$ cat src/rtl/mem_stage_if.sv
// Data-memory bus between the memory stage (master) and a single-port data memory (slave).
// The master holds a request until the memory answers with a one-cycle ready.
interface mem_stage_if;
  logic        dmem_req;
  logic        dmem_we;
  logic [31:0] dmem_addr;
  logic [31:0] dmem_wdata;
  logic [3:0]  dmem_wstrb;
  logic        dmem_ready;
  logic [31:0] dmem_rdata;

  modport master (
    output dmem_req, dmem_we, dmem_addr, dmem_wdata, dmem_wstrb,
    input  dmem_ready, dmem_rdata
  );

  modport slave (
    input  dmem_req, dmem_we, dmem_addr, dmem_wdata, dmem_wstrb,
    output dmem_ready, dmem_rdata
  );
endinterface

$ cat src/rtl/mem_stage.sv
// Memory-access pipeline stage: turns the ALU result into a load/store address or a
// pass-through writeback value, runs one outstanding data-memory access at a time,
// formats load/store data and presents a registered result to write-back.
module mem_stage #(
  parameter int unsigned TIMEOUT = 255
) (
  input  logic        clk,
  input  logic        rst,
  input  logic        ex_valid,
  input  logic [31:0] ex_alu_result,
  input  logic [31:0] ex_store_data,
  input  logic        ex_mem_read,
  input  logic        ex_mem_write,
  input  logic [2:0]  ex_funct3,
  input  logic [4:0]  ex_rd,
  input  logic        ex_reg_write,
  output logic        mem_stall,
  mem_stage_if.master dmem,
  output logic        wb_valid,
  output logic [4:0]  wb_rd,
  output logic        wb_reg_write,
  output logic [31:0] wb_data,
  output logic        mem_fault,
  output logic [1:0]  fault_cause
);

  typedef enum logic {IDLE, BUSY} state_t;

  localparam bit         TO_EN   = (TIMEOUT != 0);
  localparam logic [7:0] TO_LAST = 8'(TIMEOUT - 1);

  state_t      state, state_next;
  logic [1:0]  off_q;
  logic [2:0]  f3_q;
  logic [4:0]  rd_q;
  logic        regw_q;
  logic [7:0]  wait_cnt;

  logic        is_mem, illegal, misaligned, accept_access, timeout_hit;
  logic [31:0] st_wdata, ld_data;
  logic [3:0]  st_wstrb;
  logic [7:0]  byte_lane;
  logic [15:0] half_lane;

  assign mem_stall = (state == BUSY);

  // Decode the incoming EX instruction and format load data from the latched access.
  always_comb begin
    is_mem     = ex_mem_read | ex_mem_write;
    illegal    = (ex_mem_read && ex_mem_write)
              || (ex_mem_read && (ex_funct3 == 3'b011 || ex_funct3[2:1] == 2'b11))
              || (ex_mem_write && ex_funct3 >= 3'b011);
    misaligned = (ex_funct3[1:0] == 2'b01 && ex_alu_result[0])
              || (ex_funct3[1:0] == 2'b10 && ex_alu_result[1:0] != 2'b00);
    accept_access = ex_valid && is_mem && !illegal && !misaligned;

    st_wdata = ex_store_data;
    st_wstrb = 4'b1111;
    case (ex_funct3[1:0])
      2'b00: begin
        st_wdata = {4{ex_store_data[7:0]}};
        st_wstrb = 4'b0001 << ex_alu_result[1:0];
      end
      2'b01: begin
        st_wdata = {2{ex_store_data[15:0]}};
        st_wstrb = ex_alu_result[1] ? 4'b1100 : 4'b0011;
      end
      default: ;
    endcase

    case (off_q)
      2'b00:   byte_lane = dmem.dmem_rdata[7:0];
      2'b01:   byte_lane = dmem.dmem_rdata[15:8];
      2'b10:   byte_lane = dmem.dmem_rdata[23:16];
      default: byte_lane = dmem.dmem_rdata[31:24];
    endcase
    half_lane = off_q[1] ? dmem.dmem_rdata[31:16] : dmem.dmem_rdata[15:0];

    case (f3_q)
      3'b000:  ld_data = {{24{byte_lane[7]}}, byte_lane};
      3'b100:  ld_data = {24'd0, byte_lane};
      3'b001:  ld_data = {{16{half_lane[15]}}, half_lane};
      3'b101:  ld_data = {16'd0, half_lane};
      default: ld_data = dmem.dmem_rdata;
    endcase

    timeout_hit = TO_EN && !dmem.dmem_ready && (wait_cnt == TO_LAST);
  end

  // Next-state logic: enter BUSY on a legal access, leave on ready or timeout.
  always_comb begin
    state_next = state;
    case (state)
      IDLE:    if (accept_access) state_next = BUSY;
      BUSY:    if (dmem.dmem_ready || timeout_hit) state_next = IDLE;
      default: state_next = IDLE;
    endcase
  end

  // State register.
  always_ff @(posedge clk) begin
    if (rst) state <= IDLE;
    else     state <= state_next;
  end

  // Bus request, access context and registered write-back results.
  always_ff @(posedge clk) begin
    if (rst) begin
      dmem.dmem_req   <= 1'b0;
      dmem.dmem_we    <= 1'b0;
      dmem.dmem_addr  <= '0;
      dmem.dmem_wdata <= '0;
      dmem.dmem_wstrb <= '0;
      off_q           <= '0;
      f3_q            <= '0;
      rd_q            <= '0;
      regw_q          <= 1'b0;
      wait_cnt        <= '0;
      wb_valid        <= 1'b0;
      wb_rd           <= '0;
      wb_reg_write    <= 1'b0;
      wb_data         <= '0;
      mem_fault       <= 1'b0;
      fault_cause     <= '0;
    end else begin
      wb_valid  <= 1'b0;
      mem_fault <= 1'b0;
      case (state)
        IDLE: begin
          if (ex_valid && !is_mem) begin
            wb_valid     <= 1'b1;
            wb_data      <= ex_alu_result;
            wb_rd        <= ex_rd;
            wb_reg_write <= ex_reg_write;
          end else if (ex_valid && (illegal || misaligned)) begin
            wb_valid     <= 1'b1;
            wb_data      <= '0;
            wb_rd        <= ex_rd;
            wb_reg_write <= 1'b0;
            mem_fault    <= 1'b1;
            fault_cause  <= illegal ? 2'b10 : 2'b01;
          end else if (accept_access) begin
            dmem.dmem_req   <= 1'b1;
            dmem.dmem_we    <= ex_mem_write;
            dmem.dmem_addr  <= {ex_alu_result[31:2], 2'b00};
            dmem.dmem_wdata <= st_wdata;
            dmem.dmem_wstrb <= ex_mem_write ? st_wstrb : 4'b0000;
            off_q           <= ex_alu_result[1:0];
            f3_q            <= ex_funct3;
            rd_q            <= ex_rd;
            regw_q          <= ex_reg_write;
            wait_cnt        <= '0;
          end
        end
        BUSY: begin
          if (dmem.dmem_ready) begin
            dmem.dmem_req <= 1'b0;
            wb_valid      <= 1'b1;
            wb_rd         <= rd_q;
            wb_reg_write  <= dmem.dmem_we ? 1'b0 : regw_q;
            wb_data       <= dmem.dmem_we ? 32'd0 : ld_data;
          end else if (timeout_hit) begin
            dmem.dmem_req <= 1'b0;
            wb_valid      <= 1'b1;
            wb_rd         <= rd_q;
            wb_reg_write  <= 1'b0;
            wb_data       <= '0;
            mem_fault     <= 1'b1;
            fault_cause   <= 2'b11;
          end else begin
            wait_cnt <= wait_cnt + 8'd1;
          end
        end
        default: ;
      endcase
    end
  end

endmodule

$ cat src/flat_wrapper.sv
// flat-port wrapper written by rule: the top's interface ports become plain ports
module mem_stage_flat 
#(
  parameter int unsigned TIMEOUT = 255
)
  (clk, rst, ex_valid, ex_alu_result, ex_store_data, ex_mem_read, ex_mem_write, ex_funct3, ex_rd, ex_reg_write, mem_stall, wb_valid, wb_rd, wb_reg_write, wb_data, mem_fault, fault_cause, dmem_dmem_req, dmem_dmem_we, dmem_dmem_addr, dmem_dmem_wdata, dmem_dmem_wstrb, dmem_dmem_ready, dmem_dmem_rdata);
  mem_stage_if dmem_i ();
  input  logic clk;
  input  logic rst;
  input  logic ex_valid;
  input  logic [31:0] ex_alu_result;
  input  logic [31:0] ex_store_data;
  input  logic ex_mem_read;
  input  logic ex_mem_write;
  input  logic [2:0] ex_funct3;
  input  logic [4:0] ex_rd;
  input  logic ex_reg_write;
  output logic mem_stall;
  output logic wb_valid;
  output logic [4:0] wb_rd;
  output logic wb_reg_write;
  output logic [31:0] wb_data;
  output logic mem_fault;
  output logic [1:0] fault_cause;
  output wire logic [$bits(dmem_i.dmem_req)-1:0] dmem_dmem_req;
  output wire logic [$bits(dmem_i.dmem_we)-1:0] dmem_dmem_we;
  output wire logic [$bits(dmem_i.dmem_addr)-1:0] dmem_dmem_addr;
  output wire logic [$bits(dmem_i.dmem_wdata)-1:0] dmem_dmem_wdata;
  output wire logic [$bits(dmem_i.dmem_wstrb)-1:0] dmem_dmem_wstrb;
  input wire logic [$bits(dmem_i.dmem_ready)-1:0] dmem_dmem_ready;
  input wire logic [$bits(dmem_i.dmem_rdata)-1:0] dmem_dmem_rdata;
  assign dmem_dmem_req = dmem_i.dmem_req;
  assign dmem_dmem_we = dmem_i.dmem_we;
  assign dmem_dmem_addr = dmem_i.dmem_addr;
  assign dmem_dmem_wdata = dmem_i.dmem_wdata;
  assign dmem_dmem_wstrb = dmem_i.dmem_wstrb;
  assign dmem_i.dmem_ready = dmem_dmem_ready;
  assign dmem_i.dmem_rdata = dmem_dmem_rdata;
  mem_stage #(.TIMEOUT(TIMEOUT)) u_core (.clk(clk), .rst(rst), .ex_valid(ex_valid), .ex_alu_result(ex_alu_result), .ex_store_data(ex_store_data), .ex_mem_read(ex_mem_read), .ex_mem_write(ex_mem_write), .ex_funct3(ex_funct3), .ex_rd(ex_rd), .ex_reg_write(ex_reg_write), .mem_stall(mem_stall), .dmem(dmem_i), .wb_valid(wb_valid), .wb_rd(wb_rd), .wb_reg_write(wb_reg_write), .wb_data(wb_data), .mem_fault(mem_fault), .fault_cause(fault_cause));
endmodule
$ cat config.mk
export PLATFORM = sky130hd
export DESIGN_NAME = mem_stage_flat
export DESIGN_NICKNAME = d
export VERILOG_FILES = /design/src/rtl/mem_stage_if.sv /design/src/rtl/mem_stage.sv /design/src/flat_wrapper.sv
export SDC_FILE = /design/constraint.sdc
export NUM_CORES = 1
export LEC_CHECK = 0
export ABC_AREA = 0
export BUFFER_PORTS_ARGS = -buffer_cell sky130_fd_sc_hd__buf_2
export CAP_MARGIN = 5
export CELL_PAD_IN_SITES_DETAIL_PLACEMENT = 1
export CELL_PAD_IN_SITES_GLOBAL_PLACEMENT = 1
export CORE_MARGIN = 8
export CORE_UTILIZATION = 34
export CTS_CLUSTER_DIAMETER = 60
export DETAILED_ROUTE_END_ITERATION = 16
export HOLD_SLACK_MARGIN = 0.15
export PLACE_DENSITY_LB_ADDON = 0.3
export SLEW_MARGIN = 20
export SYNTH_ARGS = -nofsm -noshare
export SYNTH_HDL_FRONTEND = slang
export SYNTH_SLANG_ARGS = --single-unit
$ cat constraint.sdc
create_clock -name clk -period 4 [get_ports clk]
set_clock_uncertainty 0.15 [all_clocks]
set_input_delay 0 -clock clk [delete_from_list [all_inputs] [get_ports clk]]
set_output_delay 0 -clock clk [all_outputs]
set_load 0.02 [all_outputs]
==> reports/metrics.cfg <==
[finish]
final_nets = 1201
nFillCells = 2073
area_growth_pct = 59.1
fin_util_pct = 54.8
multi_input_area_um2 = 3030
final-seq-area_um2 = 2600
layout-drive-gt1-share_pct = 25.2
instances_no_fill = 1328

[worst_hold_path]
min_from = ex_alu_result[4]
timing.hold.worst_endpoint = u_core.dmem.dmem_addr[4]
hp-class = input pin to register
holdPathStages = 4

[logic_synthesis]
ys_ff_latch = 130
ys_seq_area_share_pct = 44.0
syn_inst = 738
synth_common_cells = nand2_1 (176), dfxtp_1 (130), a21oi_1 (89), clkbuf_1 (42), nor2_1 (40)
synth_area_per_cell_um2 = 8.01
synth.most_common_cell = nand2_1
synth_cell_types = 47
yosysWarnings = 0
yosysTopAreaCell = dfxtp_1
synth_edf_count = 0
ys_async_sr_fraction_pct = 0
synth_ff_type = dfxtp_1
synth_top_area_share_pct = 44.0
mappedNetlistArea_um2 = 5910
synth.top_cells.by_area = dfxtp_1 (44%), nand2_1 (11%), a21oi_1 (7.5%), mux2i_1 (4.6%), clkbuf_1 (2.7%)

[sta]
fin_crit_sh_pct = 88.9
setup_viol = 0
max_freq_mhz = 281
worst_slack_ns = 0.443
min_period_ns = 3.56
worst_pin_slew_ns = 0.951
finalHoldViolCount = 0
slew_headroom_pct = 36.4
rsz0062_at_grt = false
drv_slew = 0
setup_tns_ns = 0

[power_and_ir_drop]
power_density_nw_per_um2 = 398
vdd_drop_max_mv = 0.296
power_mw = 3.75
p_leak_nw = 4.00

[placement]
port_buffers = 221
dp_slack_ns = 1.18
hpwl_um = 16600
routabilityCongestion = 0.791
place_inst = 1129

[clock_tree]
clock_latency_ns = 0.42
clkTransAtPathRegs_ns = 0.06
cts_setup_buffers = 0
cts_buffers = 17
htreeDepth = 4
clkSinkCount = 130
clock_path_buffers = 2
cts_tree = built
clock-root-buffer = clkbuf_16

[global_route]
grt_util_all_layers_pct = 25.0
antenna_found_initial = 2
grt_pass1_wl_um = 43300
grt_max_degree = 96
grt_overflow = 0
grt_pass1_vias = 7648

[setup_path]
r2r_start = u_core.f3_q[0]
path_delay_family = buffers and inverters
worstPathArrival_ns = 3.71
path_class = input pin to register
path_buf_inv = 4
crit_path_max_fanout = 42
slowest_delay_ns = 0.71
critPathMostFrequentCell = dlygate4sd3_1
path_cells = dlygate4sd3_1 -> buf_2 -> a21oi_1 -> or3_1 -> a21o_1 -> buf_4 -> nand2_1 -> a31oi_1 -> dlygate4sd3_1
cp_slowest_cell = nand2_1
crit_path_end_kind = register
critPathLaunchType = input pin
cp.required_ns = 4.15
timing.rr.end = u_core.wb_data[5]
r2r_slack_ns = 0.76
rr_worst_depth = 7

[route]
drc = 0
vias_per_cell = 5.31
ant_nets = 0
wirelength_um = 27500
first_pass_iters = 4
wl_per_cell_um = 20.7
drt_iter0_drc = 394
dr_total_vias = 7051

[floorplan]
coreArea_um2 = 17200
initial_utilization_pct = 34.4
die_h_um = 148
die-area_um2 = 21900
die_x_um = 148
num_io_pins = 224
rows = 48

[run]
drv_cap = 0

[outcome]
outcome = finished clean

[repair_timing]
item	4_1_cts	5_1_grt
hold buffers	165	0
resized for setup	0	0
endpoints found under the hold margin	123	0
setup endpoints to repair	0	0
[tightest hold or removal path, delay by kind of cell]
family	cells	cell delay (ns)
compound gates	1	0.05
buf+inv	2	0.66
simple gates	1	0.05
[kinds of logic after synthesis]
kind of cell / Yosys count / share of synthesized area, %
AO/OA/AOI/OAI: 217 / 23.6
XOR/XNOR: 1 / 0.148
adder cells (fa/ha/maj): 2 / 0.423
buffers and inverters: 70 / 5.04
flip-flops: 130 / 44.0
multiplexers: 37 / 6.48
other: 1 / 0.0634
AND/OR/NAND/NOR: 280 / 20.3
[cell usage in the layout, fill, tap and decap left out, types with 3 or more instances in the layout]
cell type / count
buf_2: 220
nand2_1: 175
dlygate4sd3_1: 165
dfxtp_1: 130
a21oi_1: 89
nor2_1: 40
mux2i_1: 27
nand3_1: 26
o21ai_0: 20
o22ai_1: 18
a221oi_1: 17
clkbuf_16: 17
a22oi_1: 13
nand2b_1: 12
a211oi_1: 11
mux2_2: 10
o31ai_1: 9
a31oi_1: 8
a32oi_1: 8
a311oi_1: 8
buf_4: 8
o221ai_1: 7
or3_1: 5
inv_1: 4
clkbuf_8: 4
nor3_1: 3
or4_1: 3
clkinv_2: 3
bufinv_16: 3
clkinvlp_4: 3
[worst max-delay path by stage]
stage / from / to / slack, ns / cells past startpoint
after floorplan: u_core.mem_stall / u_core.wb_data[22] / 1.99 / 7
after global placement: ex_funct3[1] / u_core.wb_data[30] / 1.21 / 7
after detailed placement: ex_funct3[1] / u_core.wb_data[3] / 1.18 / 7
after CTS: ex_funct3[1] / u_core.wb_data[3] / 0.55 / 9
after global routing: ex_funct3[1] / u_core.wb_data[4] / 0.24 / 9
final: ex_funct3[1] / u_core.wb_data[2] / 0.44 / 9
[layer usage]
metal | routed length [um] | part of all wire (%) | track usage (%) | up-vias
met4 | 930 | 3.4 | 10.8 | 0
met1 | 11300 | 41 | 28.8 | 3439
li1 | - | - | - | 3330
met2 | 13700 | 50 | 43.2 | 226
met5 | 0 | 0 | 0 | -
met3 | 1590 | 5.8 | 6.36 | 56
[report_power, final]
group,total [mW],leakage [nW],internal (mW),switching [mW]
clock network,1.64,0.295,1.04,0.592
registers,1.41,1.06,1.36,0.0451
logic,0.702,2.65,0.297,0.405
total,3.75,4.00,2.70,1.04
[through the flow]
| stage | hold WS (ns) | instance area [um^2] |
|---|---|---|
| global placement | 0.108 | 7130 |
| detailed placement | 0.112 | 7130 |
| global route | 0.243 | 9410 |
| floorplan | -0.0140 | 5920 |
| CTS | 0.218 | 9400 |
| finish | 0.243 | 9410 |
[layout make-up]
cell class                 instances  share of cell area [%]
multi-input combinational        539                    32.2
timing repair buffer             395                    30.3
sequential                       130                    27.7
clock buffer                      23                    5.19
tap                              225                    2.99
clock inverter                     9                    1.36
inverter                           5                   0.200
antenna                            2                  0.0532
[sequential cells by signal, summed over array words and instances, names as in the netlist, 2 cells and up]
register                flops
u_core.f3_q                 3
u_core.off_q                2
u_core.dmem.dmem_wstrb      4
u_core.fault_cause          2
u_core.dmem.dmem_wdata     32
u_core.wait_cnt             8
u_core.wb_rd                5
u_core.rd_q                 5
u_core.wb_data             32
u_core.dmem.dmem_addr      30
Power figures use the tool's default switching activity.
